## src/rtl/decode_pkg.sv

```systemverilog
// Shared decode definitions: RV32 opcode constants, immediate format enum and
// immediate extraction helpers.
package decode_pkg;

    localparam logic [6:0] OP_LOAD   = 7'b0000011;
    localparam logic [6:0] OP_IMM    = 7'b0010011;
    localparam logic [6:0] OP_JALR   = 7'b1100111;
    localparam logic [6:0] OP_STORE  = 7'b0100011;
    localparam logic [6:0] OP_BRANCH = 7'b1100011;
    localparam logic [6:0] OP_LUI    = 7'b0110111;
    localparam logic [6:0] OP_AUIPC  = 7'b0010111;
    localparam logic [6:0] OP_JAL    = 7'b1101111;
    localparam logic [6:0] OP_OP     = 7'b0110011;

    typedef enum logic [2:0] {
        FMT_NONE,
        FMT_R,
        FMT_I,
        FMT_S,
        FMT_B,
        FMT_U,
        FMT_J
    } fmt_e;

    function automatic fmt_e opcode_fmt(input logic [6:0] opcode);
        case (opcode)
            OP_LOAD, OP_IMM, OP_JALR: return FMT_I;
            OP_STORE:                 return FMT_S;
            OP_BRANCH:                return FMT_B;
            OP_LUI, OP_AUIPC:         return FMT_U;
            OP_JAL:                   return FMT_J;
            OP_OP:                    return FMT_R;
            default:                  return FMT_NONE;
        endcase
    endfunction

    function automatic logic [31:0] imm_i(input logic [31:0] instr);
        return {{20{instr[31]}}, instr[31:20]};
    endfunction

    function automatic logic [31:0] imm_s(input logic [31:0] instr);
        return {{20{instr[31]}}, instr[31:25], instr[11:7]};
    endfunction

    function automatic logic [31:0] imm_b(input logic [31:0] instr);
        return {{19{instr[31]}}, instr[31], instr[7], instr[30:25], instr[11:8], 1'b0};
    endfunction

    function automatic logic [31:0] imm_u(input logic [31:0] instr);
        return {instr[31:12], 12'b0};
    endfunction

    function automatic logic [31:0] imm_j(input logic [31:0] instr);
        return {{11{instr[31]}}, instr[31], instr[19:12], instr[20], instr[30:21], 1'b0};
    endfunction

    // 32-bit sign-extended immediate; callers widen with a signed cast.
    function automatic logic [31:0] fmt_imm(input fmt_e fmt, input logic [31:0] instr);
        case (fmt)
            FMT_I:   return imm_i(instr);
            FMT_S:   return imm_s(instr);
            FMT_B:   return imm_b(instr);
            FMT_U:   return imm_u(instr);
            FMT_J:   return imm_j(instr);
            default: return 32'b0;
        endcase
    endfunction

endpackage

```

## src/rtl/decode_scoreboard.sv

```systemverilog
// Per-register busy scoreboard and RAW/WAW hazard evaluation.
// Honours DECODE_BYPASS_EN: a source being written back this cycle is not busy.
module decode_scoreboard #(
    parameter int unsigned RegCount = 32,
    localparam int unsigned RegSel  = $clog2(RegCount)
) (
    input  logic              clk_i,
    input  logic              rst_ni,
    input  logic              issue_i,
    input  logic [RegSel-1:0] rs1_i,
    input  logic              rs1_used_i,
    input  logic [RegSel-1:0] rs2_i,
    input  logic              rs2_used_i,
    input  logic [RegSel-1:0] rd_i,
    input  logic              rd_we_i,
    input  logic              wb_valid_i,
    input  logic [RegSel-1:0] wb_reg_i,
    output logic              hazard_o
);

    logic [RegCount-1:0] busy_q, busy_d;
    logic                rs1_busy, rs2_busy;

    // Issue is applied after the write-back clear so that set wins.
    always_comb begin
        busy_d = busy_q;
        if (wb_valid_i) busy_d[wb_reg_i] = 1'b0;
        if (issue_i && rd_we_i) busy_d[rd_i] = 1'b1;
        busy_d[0] = 1'b0;
    end

    always_ff @(posedge clk_i or negedge rst_ni) begin
        if (!rst_ni) busy_q <= '0;
        else         busy_q <= busy_d;
    end

    always_comb begin
        rs1_busy = busy_q[rs1_i];
        rs2_busy = busy_q[rs2_i];
`ifdef DECODE_BYPASS_EN
        if (wb_valid_i && (wb_reg_i == rs1_i)) rs1_busy = 1'b0;
        if (wb_valid_i && (wb_reg_i == rs2_i)) rs2_busy = 1'b0;
`endif
        hazard_o = (rs1_used_i && rs1_busy) || (rs2_used_i && rs2_busy) ||
                   (rd_we_i && busy_q[rd_i]);
    end

endmodule

```

## src/rtl/decode_stage.sv

```systemverilog
// Decode stage: one-entry decode slot, integer register file and hazard stall.
// Define DECODE_BYPASS_EN to forward same-cycle write-back data to operands.
module decode_stage
    import decode_pkg::*;
#(
    parameter int          CORE         = 0,
    parameter int unsigned DATA_WIDTH   = 32,
    parameter int unsigned ADDRESS_BITS = 20,
    parameter int unsigned REG_COUNT    = 32,
    localparam int unsigned REG_SEL     = $clog2(REG_COUNT)
) (
    input  logic                    clock,
    input  logic                    reset,
    input  logic                    in_valid,
    output logic                    in_ready,
    input  logic [ADDRESS_BITS-1:0] in_pc,
    input  logic [31:0]             in_instruction,
    input  logic                    flush,
    input  logic                    wb_valid,
    input  logic [REG_SEL-1:0]      wb_reg,
    input  logic [DATA_WIDTH-1:0]   wb_data,
    output logic                    out_valid,
    input  logic                    out_ready,
    output logic [ADDRESS_BITS-1:0] out_pc,
    output logic [6:0]              out_opcode,
    output logic [2:0]              out_funct3,
    output logic [6:0]              out_funct7,
    output logic [REG_SEL-1:0]      out_rd,
    output logic [DATA_WIDTH-1:0]   out_rs1_data,
    output logic [DATA_WIDTH-1:0]   out_rs2_data,
    output logic [DATA_WIDTH-1:0]   out_imm,
    output logic                    out_rd_we,
    output logic [ADDRESS_BITS-1:0] out_branch_target,
    output logic [ADDRESS_BITS-1:0] out_jal_target
);

    if (DATA_WIDTH != 32 && DATA_WIDTH != 64) begin : g_bad_width
        $error("decode_stage: DATA_WIDTH must be 32 or 64");
    end
    if (CORE < 0) begin : g_bad_core
        $error("decode_stage: CORE index must be non-negative");
    end

    logic                    slot_valid_q, slot_valid_d;
    logic [ADDRESS_BITS-1:0] slot_pc_q, slot_pc_d;
    logic [31:0]             slot_instr_q, slot_instr_d;
    logic [DATA_WIDTH-1:0]   regs_q [REG_COUNT];
    logic [DATA_WIDTH-1:0]   regs_d [REG_COUNT];

    fmt_e               fmt;
    logic [REG_SEL-1:0] rs1, rs2, rd;
    logic               rs1_used, rs2_used, rd_we;
    logic               hazard, issue, accept;

    assign rs1 = slot_instr_q[15 +: REG_SEL];
    assign rs2 = slot_instr_q[20 +: REG_SEL];
    assign rd  = slot_instr_q[7 +: REG_SEL];

    always_comb begin
        fmt      = opcode_fmt(slot_instr_q[6:0]);
        rs1_used = fmt inside {FMT_R, FMT_I, FMT_S, FMT_B};
        rs2_used = fmt inside {FMT_R, FMT_S, FMT_B};
        rd_we    = (fmt inside {FMT_R, FMT_I, FMT_U, FMT_J}) && (rd != '0);
    end

    assign out_valid = slot_valid_q && !hazard && !flush;
    assign issue     = out_valid && out_ready;
    assign in_ready  = !flush && (!slot_valid_q || issue);
    assign accept    = in_valid && in_ready;

    decode_scoreboard #(
        .RegCount(REG_COUNT)
    ) u_scoreboard (
        .clk_i     (clock),
        .rst_ni    (reset),
        .issue_i   (issue),
        .rs1_i     (rs1),
        .rs1_used_i(rs1_used),
        .rs2_i     (rs2),
        .rs2_used_i(rs2_used),
        .rd_i      (rd),
        .rd_we_i   (rd_we),
        .wb_valid_i(wb_valid),
        .wb_reg_i  (wb_reg),
        .hazard_o  (hazard)
    );

    always_comb begin
        slot_valid_d = slot_valid_q;
        slot_pc_d    = slot_pc_q;
        slot_instr_d = slot_instr_q;
        if (flush) begin
            slot_valid_d = 1'b0;
        end else if (accept) begin
            slot_valid_d = 1'b1;
            slot_pc_d    = in_pc;
            slot_instr_d = in_instruction;
        end else if (issue) begin
            slot_valid_d = 1'b0;
        end
    end

    always_comb begin
        regs_d = regs_q;
        if (wb_valid && (wb_reg != '0)) regs_d[wb_reg] = wb_data;
    end

    always_ff @(posedge clock or negedge reset) begin
        if (!reset) begin
            slot_valid_q <= 1'b0;
            slot_pc_q    <= '0;
            slot_instr_q <= '0;
            for (int i = 0; i < REG_COUNT; i++) regs_q[i] <= '0;
        end else begin
            slot_valid_q <= slot_valid_d;
            slot_pc_q    <= slot_pc_d;
            slot_instr_q <= slot_instr_d;
            regs_q       <= regs_d;
        end
    end

    // Targets use the B/J encodings unconditionally; execute picks the relevant one.
    always_comb begin
        out_pc            = slot_pc_q;
        out_opcode        = slot_instr_q[6:0];
        out_funct3        = slot_instr_q[14:12];
        out_funct7        = slot_instr_q[31:25];
        out_rd            = rd;
        out_rd_we         = rd_we;
        out_imm           = DATA_WIDTH'($signed(fmt_imm(fmt, slot_instr_q)));
        out_branch_target = slot_pc_q + ADDRESS_BITS'($signed(imm_b(slot_instr_q)));
        out_jal_target    = slot_pc_q + ADDRESS_BITS'($signed(imm_j(slot_instr_q)));
        out_rs1_data      = (rs1 == '0) ? '0 : regs_q[rs1];
        out_rs2_data      = (rs2 == '0) ? '0 : regs_q[rs2];
`ifdef DECODE_BYPASS_EN
        if (wb_valid && (wb_reg != '0) && (wb_reg == rs1)) out_rs1_data = wb_data;
        if (wb_valid && (wb_reg != '0) && (wb_reg == rs2)) out_rs2_data = wb_data;
`endif
    end

endmodule

```

## config.mk

```make
export PLATFORM = sky130hd
export DESIGN_NAME = decode_stage
export DESIGN_NICKNAME = d
export VERILOG_FILES = /design/src/rtl/decode_pkg.sv /design/src/rtl/decode_scoreboard.sv /design/src/rtl/decode_stage.sv
export SDC_FILE = /design/constraint.sdc
export NUM_CORES = 2
export LEC_CHECK = 0
export CORE_MARGIN = 2
export CORE_UTILIZATION = 50
export CTS_CLUSTER_SIZE = 28
export DETAILED_ROUTE_END_ITERATION = 10
export GPL_ROUTABILITY_DRIVEN = 1
export HOLD_SLACK_MARGIN = 0.06
export PLACE_DENSITY = 0.68
export SLEW_MARGIN = 20
export SYNTH_ARGS = -nofsm -noshare
export SYNTH_HDL_FRONTEND = slang
export SYNTH_SLANG_ARGS = --single-unit
```

## constraint.sdc

```tcl
create_clock -name clock -period 7.7 [get_ports clock]
set_clock_uncertainty 0.1 [all_clocks]
set_input_delay 1.54 -clock clock [delete_from_list [all_inputs] [get_ports clock]]
set_output_delay 1.54 -clock clock [all_outputs]
set_load 0.02 [all_outputs]
```

# Word level (Yosys, flattened, before mapping)
# Cells that the tools add are included.
[word_totals]
n_memories = 0
rom_bits = 0
elab_cells = 129
latch_bits = 0
inputBits = 95
reg_bits = 1108
ram_bits = 0
[classes]
n_mul = 0
n_div = 0
reduce_logical = 31
shift = 0
eq_ne = 15
bitwise_logic = 7
addsub = 2
n_mux = 28
order_cmp = 10
[ops]
columns = ["op", "count"]
rows = [
  ["$bwmux W1024", 1],
  ["$bmux W32 S5", 2],
  ["$mux W32", 9],
  ["$demux W32 S5", 1],
  ["$pmux W32 S5", 1],
  ["$add A20 B20 Y20", 2],
  ["$and A32 B32 Y32", 1],
  ["$not A32 Y32", 1],
  ["$or A32 B32 Y32", 1],
  ["$lt A5 B6 Y1 const B", 4],
  ["$eq A7 B6 Y1 const B", 3],
  ["$eq A7 B7 Y1 const B", 3],
  ["$ge A6 B6 Y1 const B", 3],
  ["$not A5 Y6", 3],
  ["$pmux W3 S6", 1],
  ["$bmux W1 S5", 3],
  ["$eq A7 B5 Y1 const B", 2],
  ["$logic_and A1 B1 Y1", 14],
  ["$demux W1 S5", 2],
  ["$ge A5 B1 Y1 const B", 2],
  ["$logic_not A5 Y1", 2],
  ["$reduce_bool A5 Y1", 2],
  ["$eq A3 B3 Y1 const B", 3],
  ["$mux W1", 8],
  ["other kinds (12)", 19],
]

# Depth between registers and ports, before layout
[logic_depth]
word_depth = 17
mapped_depth = 11
ltp_nobuf = 10

# By module
# From an unflattened synthesis, not the netlist that was laid out.
[hier_totals]
cells_unflattened = 4025
hier_area_um2 = 60430.5
[by_module_without_submodules]
columns = ["module", "instances", "area_each_um2", "cells_each"]
rows = [
  ["decode_stage", 1, 58308.4, 3825],
  ["decode_scoreboard", 1, 2122.0, 200],
]

# Worst setup path after synthesis
# No wires, ideal clock.
[synth_timing]
path_type = "reg-to-output"
start = "register slot_pc_q[5], in the netlist out_pc[5]"
end = "output port out_jal_target[19]"
path_slack_ps = 2954
arrival_ps = 3106
stages_incl_launch_ff = 10
required_ps = 6060
cell_sequence = "dfrtp_1 -> ha_1 -> clkbuf_1 -> and2_1 -> a22o_1 -> o311ai_0 -> a2111oi_0 -> a2111oi_0 -> a21oi_1 -> xnor2_1"
[synth_between]
elab_chain_len = 1
[synth_rtl]
columns = ["item", "line_no", "rtl"]
rows = [
  ["from (decl)", "decode_stage.sv:45", "logic [ADDRESS_BITS-1:0] slot_pc_q, slot_pc_d;"],
  ["from (signal assigned)", "decode_stage.sv:116", "slot_pc_q <= slot_pc_d;"],
  ["$add A20 B20 Y20", "decode_stage.sv:132", "out_jal_target = slot_pc_q + ADDRESS_BITS'($signed(imm_j(slot_instr_q)));"],
  ["to (decl)", "decode_stage.sv:34", "output logic [ADDRESS_BITS-1:0] out_jal_target"],
]
# Every way passes these cells.

# Worst setup path in the final report
[layout_timing]
start = "register slot_instr_q[21]"
end = "output port out_valid"
[layout_between]
elab_chain_len = 8
[layout_rtl]
columns = ["item", "line_no", "rtl"]
rows = [
  ["from (decl)", "decode_stage.sv:46", "logic [31:0] slot_instr_q, slot_instr_d;"],
  ["from (signal assigned)", "decode_stage.sv:117", "slot_instr_q <= slot_instr_d;"],
  ["$bmux W1 S5", "decode_scoreboard.sv:39", "rs2_busy = busy_q[rs2_i];"],
  ["$mux W1 (not written as such)", "decode_scoreboard.sv:39", ""],
  ["$logic_and A1 B1 Y1", "decode_scoreboard.sv:44", "hazard_o = (rs1_used_i && rs1_busy) || (rs2_used_i && rs2_busy) ||"],
  ["$logic_or A1 B1 Y1 (2 in a row)", "decode_scoreboard.sv:44", ""],
  ["$logic_not A1 Y1", "decode_stage.sv:66", "assign out_valid = slot_valid_q && !hazard && !flush;"],
  ["$logic_and A1 B1 Y1 (2 in a row)", "decode_stage.sv:66", ""],
  ["to (decl)", "decode_stage.sv:22", "output logic out_valid,"],
]
# Every way passes these cells. The select of a mux whose other input is x is not followed.

==> run_results.csv <==
group,metric,value,unit
timing,hold_ws,299,ps
power_and_ir_drop,peakVddDrop,0.250,mV
global_route,grt_pass1_vias,41000,
synthesis,synth-main-ff-cell,"dfrtp_1",
synthesis,synth_edf_count,0,
clock_network,postCtsSetupBuffers,0,
setup_path,cp-end-kind,"output port",
worst_hold_path,min_path_type,"flip-flop to flip-flop",
power_and_ir_drop,p_total,20.9,mW
setup_path,path_buf_inv,2,
clock_network,cts_tree,"done",
timing,fin_setup_tns,0,ps
setup_path,worstSetupPathType,"flip-flop to output port",
floorplanning,fp.dieW,352,um
finish,final_nets,4494,
timing,period_share,88.1,%
drt,vias,40700,
synthesis,synth_area,60600,um^2
clock_network,numCtsBuffers,118,
clock_network,clk_pin_slew_worst_paths,60,ps
clock_network,hold_buffers,0,
placement,place_congestion,0.900,
setup_path,critPathMaxStageDelay,780,ps
finish,fill_cells,9677,
synthesis,async_reset_ff_share,100,%
global_route,overflow,0,
drt,drt-total-wl,187,mm
placement,hpwl,106,mm
setup_path,worstPathArrival,5140,ps
setup_path,crit_top_cell,"mux4_2",
global_route,antenna_found_initial,9,
synthesis,yosysSeqAreaShare,45.8,%
setup_path,critPathMaxFanout,43,
setup_path,worstPathRequired,6060,ps
clock_network,cts-root-buf,"clkbuf_16",
power_and_ir_drop,p_leak,29.3,nW
setup_path,setup.worst_path.start_class,"flip-flop",
drt,drt-pass1-iter-count,5,
drt,wl_per_cell,30.8,um
clock_network,insertion_delay,730,ps
setup_path,cp_top_family,"buffers and inverters",
clock_network,cts_sinks,1108,
timing,max-slew-margin-rel,25.6,%
synthesis,yosysWarnings,0,
synthesis,ys_seq_elements,1108,
floorplanning,rows,127,
drt,drc,0,
clock_network,htreeDepth,3,
drt,first_iter_violations,4142,
synthesis,ys_types,62,
finish,utilization,57.0,%
floorplanning,ios,276,
timing,drv_slew,0,
finish,syn2layout_area_growth,13.1,%
floorplanning,coreArea,120000,um^2
run,maxCapViolations,0,
global_route,grt_usage,30.1,%
drt,viasPerCell,6.69,
synthesis,syn-mean-instance-area,13.8,um^2
power_and_ir_drop,power_density,305,nW/um^2
timing,setup_viol,0,
synthesis,synth_nets,4503,
timing,hold_viol,0,
global_route,grt_max_degree,166,
clock_network,cts_buffer_depth,3,
setup_path,crit_slowest_cell,"dfrtp_4",
drt,ant_nets,0,
timing,post-route-min-period,6780,ps
floorplanning,die_y,352,um
clock_network,ctsResizeCount,0,
timing,fmax,147,MHz
setup_path,crit_chain,"buf_4 -> mux4_2 -> mux4_2 -> nand4_1 -> o31ai_1 -> nor4b_1 -> o31a_1 -> clkdlybuf4s50_1",
finish,drive_gt1_share,42.6,%
timing,tightest_slew,1110,ps
finish,multi_input_area,31100,um^2
floorplanning,die-area,124000,um^2
global_route,grt_pass1_wl,280,mm
placement,io_buffers,275,
floorplanning,initial_core_util,50.4,%
finish,regArea,27800,um^2
run_status,status,"complete, no violations",
synthesis,synthCells,4376,
timing,rsz0062_at_grt,"false",
[area by class of cell]
type / instances / share of cell area (%)
multi-input combinational: 2775 / 45.4
sequential: 1108 / 40.5
timing repair buffer: 349 / 5.09
clock buffer: 178 / 5.08
tap: 1612 / 2.94
clock inverter: 42 / 0.893
inverter: 15 / 0.0822
antenna: 2 / 0.00730
[stage by stage]
step | area (um^2) | setup WS (ps) | std cells
after floorplan | 60600 | 2950 | 4376
after global placement | 64400 | 1850 | 5858
after detailed placement | 64500 | 1650 | 5859
after CTS | 68600 | 866 | 6079
after global routing | 68500 | 688 | 6080
final | 68500 | 918 | 6081
[worst paths after layout]
path,from,endpoint,slack [ps],cells after the start
max reg2reg,slot_instr_q[21]$_DFFE_PN0P_,u_scoreboard.busy_q[5]$_DFF_PN0_,3040,8
max in group asynchronous,reset,slot_instr_q[23]$_DFFE_PN0P_,4990,2
min,regs_q[1004]$_DFFE_PN0P_,regs_q[1004]$_DFFE_PN0P_,300,0
min reg2reg,regs_q[1004]$_DFFE_PN0P_,regs_q[1004]$_DFFE_PN0P_,300,0
max,slot_instr_q[21]$_DFFE_PN0P_,out_valid,920,8
min in group asynchronous,reset,regs_q[953]$_DFFE_PN0P_,790,1
[layout by cell type (no fill, tap or decap), types with 57 or more instances in the layout]
| cell type | count |
|---|---|
| clkdlybuf4s50_1 | 266 |
| a21oi_1 | 211 |
| mux2i_1 | 212 |
| clkbuf_16 | 118 |
| nor2_1 | 94 |
| o22ai_1 | 65 |
| mux4_2 | 467 |
| buf_4 | 57 |
| nand2_1 | 108 |
| o221ai_1 | 66 |
| o21ai_0 | 128 |
| dfrtp_1 | 1098 |
| mux2_2 | 1105 |
[worst register-to-register path, delay by kind of cell, from the launching register on]
family | cells | cell delay [ps]
compound gates | 2 | 450
buf+inv | 1 | 730
flops | 1 | 780
mux | 2 | 1050
simple gates | 3 | 1440
[registers in the layout, summed over array words and instances (netlist names)]
register	count
regs_q	1024
slot_instr_q	32
u_scoreboard.busy_q	31
out_pc	20
slot_valid_q	1
[layer usage]
metal	global-route usage (%)	part of all wire [%]
met4	8.61	2.9
met3	6.64	8.7
met2	46.3	46
met1	43.2	42
met5	0	0.046
[Yosys cell counts (65+ instances only)]
library cell	instances	area (um^2)
mux4_2	467	10500
o21ai_0	128	641
dfrtp_1	1108	27700
nor2_1	111	417
buf_1	96	360
o22ai_1	65	407
a21oi_1	211	1060
o221ai_1	66	578
mux2i_1	212	2120
nand2_1	124	465
mux2_2	1105	12400
clkbuf_1	332	1250
[cell families after synthesis]
logic type / share of synthesized area, %
xor gates and xnor gates: 0.448
DFF: 45.8
AOI/OAI and AO/OA: 5.48
muxes: 41.5
and+or+nand+nor: 2.85
buffers and inverters: 3.31
adders and majority gates: 0.686
[power breakdown]
group          internal [mW]  switching, mW  leakage, nW
clock network           3.55           2.47         2.01
registers               6.90          0.966         14.2
logic                   3.60           3.40         13.1
total                   14.1           6.83         29.3
No activity file was read; power rests on OpenSTA's default activity.
